===== src/rtl/dmem_arb_pkg.sv =====
// Shared types for the data-memory arbiter.
// Arbiter FSM states, requester indices, state helper.
package dmem_arb_pkg;

  typedef enum logic [1:0] {
    IDLE,
    OWN0,
    OWN1
  } arb_state_t;

  localparam logic REQ_CPU = 1'b0;
  localparam logic REQ_DMA = 1'b1;

  function automatic arb_state_t own_of(
    input logic idx
  );
    return idx ? OWN1 : OWN0;
  endfunction

endpackage


===== src/rtl/dmem_arbiter_lock_timer.sv =====
// Saturating lock-hold counter for the arbiter.
// Ports: clk, reset (async low), clear, enable -> expired.
module lock_timer #(
  parameter int MAX_LOCK = 8
) (
  input  logic clk,
  input  logic reset,
  input  logic clear,
  input  logic enable,
  output logic expired
);

  localparam int CW = $clog2(MAX_LOCK + 1);
  localparam logic [CW-1:0] LAST = CW'(MAX_LOCK - 1);
  localparam logic [CW-1:0] SAT  = CW'(MAX_LOCK);

  logic [CW-1:0] cnt;

  always_ff @(posedge clk or negedge reset) begin
    if (!reset) begin
      cnt <= '0;
    end else if (clear) begin
      cnt <= '0;
    end else if (enable && cnt != SAT) begin
      cnt <= cnt + CW'(1);
    end
  end

  // Fires during the final owned cycle so the owner
  // holds the bus for exactly MAX_LOCK cycles.
  assign expired = enable && (cnt >= LAST);

endmodule


===== src/rtl/dmem_arbiter.sv =====
// Round-robin arbiter with bus lock sharing dmem.
// Ports: req/we/lock/addr/wdata per requester, gnt/rvalid/rdata, mem_*.
module dmem_arbiter
  import dmem_arb_pkg::*;
#(
  parameter int AW       = 32,
  parameter int DW       = 32,
  parameter int MAX_LOCK = 8
) (
  input  logic          clk,
  input  logic          reset,
  input  logic          req0,
  input  logic          req1,
  input  logic          we0,
  input  logic          we1,
  input  logic          lock0,
  input  logic          lock1,
  input  logic [AW-1:0] addr0,
  input  logic [AW-1:0] addr1,
  input  logic [DW-1:0] wdata0,
  input  logic [DW-1:0] wdata1,
  output logic          gnt0,
  output logic          gnt1,
  output logic          rvalid0,
  output logic          rvalid1,
  output logic [DW-1:0] rdata0,
  output logic [DW-1:0] rdata1,
  output logic          mem_we,
  output logic [AW-1:0] mem_a,
  output logic [DW-1:0] mem_wd,
  input  logic [DW-1:0] mem_rd
);

  arb_state_t state;
  arb_state_t state_nx;

  logic last;
  logic last_nx;
  logic cool;
  logic cool_nx;
  logic g0;
  logic g1;
  logic acc;
  logic sel;
  logic sel_lock;
  logic clear;
  logic expired;
  logic owning;

  always_comb begin
    g0 = 1'b0;
    g1 = 1'b0;
    unique case (state)
      IDLE: begin
        if (req0 && req1) begin
          g0 = last;
          g1 = ~last;
        end else begin
          g0 = req0;
          g1 = req1;
        end
      end
      OWN0:    g0 = req0;
      OWN1:    g1 = req1;
      default: ;
    endcase
  end

  assign gnt0     = g0 && reset;
  assign gnt1     = g1 && reset;
  assign acc      = gnt0 || gnt1;
  assign sel      = gnt1;
  assign sel_lock = sel ? lock1 : lock0;
  assign owning   = (state != IDLE);

  always_comb begin
    mem_we = 1'b0;
    mem_a  = '0;
    mem_wd = '0;
    unique case (1'b1)
      gnt0: begin
        mem_we = we0;
        mem_a  = addr0;
        mem_wd = wdata0;
      end
      gnt1: begin
        mem_we = we1;
        mem_a  = addr1;
        mem_wd = wdata1;
      end
      default: ;
    endcase
  end

  // cool marks the IDLE cycle right after a timeout;
  // the evicted requester (== last) cannot re-lock in it.
  always_comb begin
    state_nx = state;
    last_nx  = last;
    cool_nx  = 1'b0;
    clear    = 1'b0;
    if (acc) begin
      last_nx = sel;
    end
    unique case (state)
      IDLE: begin
        if (acc && sel_lock &&
            !(cool && sel == last)) begin
          state_nx = own_of(sel);
          clear    = 1'b1;
        end
      end
      OWN0: begin
        if (!lock0 || expired) begin
          state_nx = IDLE;
        end
        if (expired) begin
          last_nx = REQ_CPU;
          cool_nx = lock0;
        end
      end
      OWN1: begin
        if (!lock1 || expired) begin
          state_nx = IDLE;
        end
        if (expired) begin
          last_nx = REQ_DMA;
          cool_nx = lock1;
        end
      end
      default: state_nx = IDLE;
    endcase
  end

  lock_timer #(
    .MAX_LOCK(MAX_LOCK)
  ) u_timer (
    .clk    (clk),
    .reset  (reset),
    .clear  (clear),
    .enable (owning),
    .expired(expired)
  );

  always_ff @(posedge clk or negedge reset) begin
    if (!reset) begin
      state   <= IDLE;
      last    <= REQ_DMA;
      cool    <= 1'b0;
      rvalid0 <= 1'b0;
      rvalid1 <= 1'b0;
      rdata0  <= '0;
      rdata1  <= '0;
    end else begin
      state   <= state_nx;
      last    <= last_nx;
      cool    <= cool_nx;
      rvalid0 <= gnt0 && !we0;
      rvalid1 <= gnt1 && !we1;
      if (gnt0 && !we0) begin
        rdata0 <= mem_rd;
      end
      if (gnt1 && !we1) begin
        rdata1 <= mem_rd;
      end
    end
  end

endmodule

===== config.mk =====
export PLATFORM = sky130hd
export DESIGN_NAME = dmem_arbiter
export DESIGN_NICKNAME = d
export VERILOG_FILES = /design/src/rtl/dmem_arb_pkg.sv /design/src/rtl/dmem_arbiter_lock_timer.sv /design/src/rtl/dmem_arbiter.sv
export SDC_FILE = /design/constraint.sdc
export NUM_CORES = 1
export LEC_CHECK = 0
export ABC_AREA = 1
export CORE_AREA = 2 2 117 119
export CTS_CLUSTER_SIZE = 14
export DETAILED_ROUTE_END_ITERATION = 12
export DIE_AREA = 0 0 119 121
export PLACE_DENSITY = 0.76
export SLEW_MARGIN = 5
export SYNTH_ARGS = -nofsm -noshare
export SYNTH_HDL_FRONTEND = slang
export SYNTH_SLANG_ARGS = --single-unit

===== constraint.sdc =====
create_clock -name clk -period 2.4 [get_ports clk]
set_clock_uncertainty 0.15 [all_clocks]
set_input_delay 0.24 -clock clk [delete_from_list [all_inputs] [get_ports clk]]
set_output_delay 0.24 -clock clk [all_outputs]
set_load 0.005 [all_outputs]

# Word-level counts from Yosys, hierarchy flattened
# Index checks and enable logic that the tools add are counted.
[totals]
regBits = 74
input_bits = 168
out_inout_bits = 133
[op_classes]
n_addsub = 1
order_cmp = 1
eq_ne = 7
mux = 24
bitwise_logic = 1
reduce_logical = 22
[ops]
columns = ["op", "count"]
rows = [
  ["32-bit one-hot mux with 2 select lines", 2],
  ["1-bit logical AND", 10],
  ["1-bit 2-to-1 mux", 10],
  ["1-bit one-hot mux with 2 select lines", 5],
  ["2-bit 2-to-1 mux", 4],
  ["4-bit 2-to-1 mux", 2],
  ["2-bit != test (second input constant)", 3],
  ["2-bit one-hot mux with 3 select lines", 1],
  ["1-bit zero test", 5],
  ["4-bit by 1-bit adder with 4-bit output (second input constant)", 1],
  ["4-bit by 3-bit greater-or-equal comparator with 1-bit output (second input constant)", 1],
  ["4-bit != test (second input constant)", 1],
  ["2-bit nonzero test", 2],
  ["1-bit logical OR", 3],
  ["3-bit AND reduction", 1],
  ["2-bit by 1-bit equality test with 1-bit output (second input constant)", 1],
  ["2-bit equality test (second input constant)", 1],
  ["2-bit zero test", 1],
  ["1-bit equality test", 1],
  ["1-bit NOT", 1],
]

# Logic depth before layout (Yosys ltp)
[depth]
ltp_word = 11
ltp_mapped = 11
ltp_nobuf = 11

# Modules after synthesis
# A second synthesis with hierarchy kept.
[hier_totals]
cells_unflattened = 411
hier_area_um2 = 3886.2
[modules_own_cells]
columns = ["module", "instances", "cells_each", "area_each_um2"]
rows = [
  ["dmem_arbiter", 1, 375, 3627.2],
  ["lock_timer", 1, 36, 259.0],
]

# Worst setup path before layout
# Ideal clock, no wire load.
[synth_path]
path_kind = "register to output"
start = "register state[0]"
end = "output port mem_wd[10]"
arrival_ns = 1.389
required_time_ns = 2.010
path_slack_ns = 0.621
path_stages_with_launch = 10
n_path_buf = 2
cell_sequence = "dfrtp_1 -> inv_1 -> ha_1 -> nand2_1 -> nand2_2 -> nand2_4 -> inv_2 -> buf_6 -> buf_6 -> a22o_1"
[synth_between]
elab_chain_cells = 4
[synth_rtl]
columns = ["element", "line_no", "rtl"]
rows = [
  ["from (decl)", "dmem_arbiter.sv:34", "arb_state_t state;"],
  ["from (signal assigned)", "dmem_arbiter.sv:155", "state <= state_nx;"],
  ["2-bit equality test, or another cell as far along", "dmem_arbiter.sv:53", "unique case (state)"],
  ["1-bit one-hot mux with 2 select lines", "dmem_arbiter.sv:53", ""],
  ["1-bit logical AND, on equally long branches", "dmem_arbiter.sv:70, dmem_arbiter.sv:69", ""],
  ["32-bit one-hot mux with 2 select lines (*)", "dmem_arbiter.sv:80", "unique case (1'b1)"],
  ["to (decl)", "dmem_arbiter.sv:30", "output logic [DW-1:0] mem_wd,"],
]
# Every way passes the cells marked *; elsewhere a longest branch is shown, timed or not.

# Worst setup path after layout
[layout_path]
start = "register last"
end = "output port mem_we"
[layout_between]
elab_chain_cells = 5
[layout_rtl]
columns = ["element", "line_no", "rtl"]
rows = [
  ["from (decl)", "dmem_arbiter.sv:37", "logic last;"],
  ["from (signal assigned)", "dmem_arbiter.sv:156", "last <= last_nx;"],
  ["1-bit NOT", "dmem_arbiter.sv:57", "g1 = ~last;"],
  ["1-bit 2-to-1 mux", "dmem_arbiter.sv:55", "if (req0 && req1) begin"],
  ["1-bit one-hot mux with 2 select lines", "dmem_arbiter.sv:53", ""],
  ["1-bit logical AND", "dmem_arbiter.sv:70", "assign gnt1 = g1 && reset;"],
  ["1-bit one-hot mux with 2 select lines (*)", "dmem_arbiter.sv:80", ""],
  ["to (decl)", "dmem_arbiter.sv:28", "output logic mem_we,"],
]
# Marks and branches as above.

==> metrics.yaml <==
timing:
  hold_violations: 0
  slew_headroom_pct: 37.3
  drv_slew: 0
  setup_viol: 1
  rsz0062_at_grt: "yes"
  worstMarginPinSlew_ns: 0.941
  period_share_pct: 106
  fin_crit_ns: 2.55
  fin_ws_ns: -0.149
  tns_ns: -0.149
  clock.fmax_mhz: 392
global_route:
  antenna_found_initial: 1
  first_global_vias: 4356
  grt_use_total_pct: 23.2
  grt_max_degree: 75
  grt_first_pass_wirelength_um: 25600
  globalRouteOverflowTotal: 0
routing:
  routed_wl_um: 17500
  top_layer_used: "met4"
  viasPerCell: 4.78
  first_pass_iters: 4
  dr_wl_met3_um: 1290
  dr.first_iter.drc_count: 244
  vias: 4330
  detail_route.wl_per_cell_um: 19.4
  drc: 0
  wl_met2_um: 8940
  met1Wirelength_um: 7110
  ant_nets: 0
synthesis:
  async_flop_share_pct: 100
  synthTopCellsByArea: "dfrtp_1 47%, a22o_1 15%, nand2_1 8.2%, o21ai_2 7.3%, inv_1 4.5%"
  syn_area_um2: 3860
  synthSimpleGateAreaFrac_pct: 11.8
  synth_top_family_by_area: "compound AO/OA/AOI/OAI gates"
  synth.avg_cell_area_um2: 9.57
  synthXorXnorAreaFrac_pct: 0.453
  synth_compound_area_share_pct: 27.5
  synth_cell_types: 27
  synth_fa_ha_area_share_pct: 1.62
  synth_top_area_share_pct: 47.3
  synth_most_common_cell: "nand2_1"
  ys_seq_area_share_pct: 47.9
  synth.area.mux_share_pct: 0
  synth_common_cells: "84 x nand2_1, 73 x dfrtp_1, 65 x a22o_1"
  synth_nets: 577
  synthFlopType: "dfrtp_1"
  ys_seq_elements: 74
  synthCells: 404
  yosys_warnings: 0
  synth_edf_count: 0
  synth_top_area_cell: "dfrtp_1"
clocking:
  tritoncts: "yes"
  worstSkewPairLatency_ns: 0.32
  cts_root_buf: "clkbuf_16"
  cts_made_buffers: 9
  path_clk_slew_ns: 0.07
  cts_max_level: 3
  cts.sink_count: 74
  clk_path_buf_depth: 2
  postCtsHoldBufs: 0
cells_and_area:
  fin_util_pct: 58.5
  fillCellCount: 1111
  area_growth_syn_to_layout_pct: 98.2
  drive_above_1_share_pct: 15.9
  nNetsFinal: 897
pwr:
  power_density_nw_per_um2: 1040
  seq_power_share_pct: 27.9
  power_frac_clock_pct: 18.8
  report.power.total_mw: 7.93
  max-vdd-ir-drop_uv: 542
  power_switching_mw: 2.64
  p_sw_share_pct: 33.2
  combPwrFrac_pct: 53.2
  p_leak_nw: 3.64
  power.internal_mw: 5.30
min_path:
  hold_class: "in -> async"
placement:
  hpwl_um: 13200
  gp_congestion: 0.891
  pre_cts_ws_ns: -0.0221
  portBuffers: 300
die:
  die_x_um: 119
  io_pins: 301
  dieArea_um2: 14400
  rows: 42
  coreArea_um2: 13100
  die_y_um: 121
  start_util_pct: 29.5
setup_path:
  critical_path_class: "reg -> out"
  arrival_ns: 2.16
  cp-end-kind: "output port"
  crit_path_start: "last"
  worstReg2RegStart: "last"
  start_kind: "register"
  reg2reg_setup_slack_ns: 0.26
  worstRegToRegCells: 13
  rr_endpoint: "rdata0[9]"
  path_max_fanout: 11
  required_ns: 2.01
status:
  violations: "negative setup slack"
  outcome: "finished with violations"
run:
  drv_cap: 0
-- state kept, by name, indices dropped and copies added, names as in the netlist --
register     flops
cool             1
last             1
rdata0          32
rdata1          32
rvalid0          1
rvalid1          1
state            2
u_timer.cnt      4
-- per-stage QoR --
step           std cells  cell area [um^2]  hold slack [ns]
6_report             906              7660           0.0487
5_1_grt              906              7660            0.134
3_3_place_gp         870              7020            0.314
4_1_cts              900              7590           0.0783
2_1_floorplan        404              3860           -0.206
3_5_place_dp         870              7020            0.317
-- kinds of logic after synthesis --
logic type / after synthesis
compound gates: 139
xor+xnor: 2
fa+ha+maj: 5
buf+inv: 76
flops: 74
simple gates: 108
-- cells in the final DEF, fill, tap and decap left out, types with 3 or more instances in the layout --
master / instances
a21oi_1: 5
nor2_1: 3
ha_1: 3
buf_16: 4
o21ai_0: 24
nand2_1: 83
buf_4: 21
dfrtp_1: 73
dlymetal6s2s_1: 4
clkdlybuf4s50_1: 233
dlygate4sd2_1: 27
nand2_4: 4
buf_12: 7
nand3_1: 12
clkdlybuf4s15_1: 22
inv_1: 42
clkbuf_16: 11
inv_2: 5
inv_6: 3
a22o_1: 64
clkbuf_2: 12
o21ai_2: 32
o21ai_1: 11
-- layout make-up --
class                           instances  area, um^2  area share [%]
Tap cell                              176         220            2.87
Sequential cell                        74        1850            24.2
Clock buffer                           10         239            3.12
Clock inverter                          6        95.1            1.24
Multi-Input combinational cell        254        1640            21.4
Timing Repair Buffer                  335        3410            44.5
Antenna cell                            1        2.50          0.0327
Inverter                               50         203            2.65
-- metal layers --
metal	track usage (%)	vias up
met5	0	-
met4	4.39	0
met3	6.06	14
met2	40.6	202
met1	29.2	2084
li1	-	2030
-- power by group through the flow --
| stage | registers [mW] | logic, mW | clock network, mW |
|---|---|---|---|
| 2_1_floorplan | 2.24 | 1.54 | 0 |
| 3_3_place_gp | 2.20 | 3.81 | 0 |
| 3_5_place_dp | 2.23 | 3.91 | 0 |
| 4_1_cts | 2.22 | 4.12 | 1.53 |
| 5_1_grt | 2.30 | 4.56 | 1.59 |
| 6_report | 2.22 | 4.22 | 1.50 |
-- critical path, stage by stage (launching register included) --
cell and delay (ns):
dfstp_2 0.53, inv_1 0.05, nand2_1 0.10, nand2_4 0.06, nand2_4 0.07, nand2_4 0.06
inv_6 0.08, buf_6 0.12, buf_16 0.13, a22o_1 0.14, clkdlybuf4s50_1 0.49
-- worst max path at each step --
stage	to	slack, ns
6_report	mem_we	-0.15
5_1_grt	mem_we	-0.26
4_1_cts	mem_a[1]	-0.21
3_5_place_dp	mem_a[10]	-0.02
3_3_place_gp	mem_wd[30]	-0.01
2_1_floorplan	mem_wd[10]	0.62
-- what timing repair did --
action                                  in CTS  in global routing
pin swaps                                    6                  5
endpoints found under the setup margin      67                 66
resized for setup                          100                 43
setup buffers                                9                  3
cloned                                       5                  2
(Power assumes the default switching activity.)
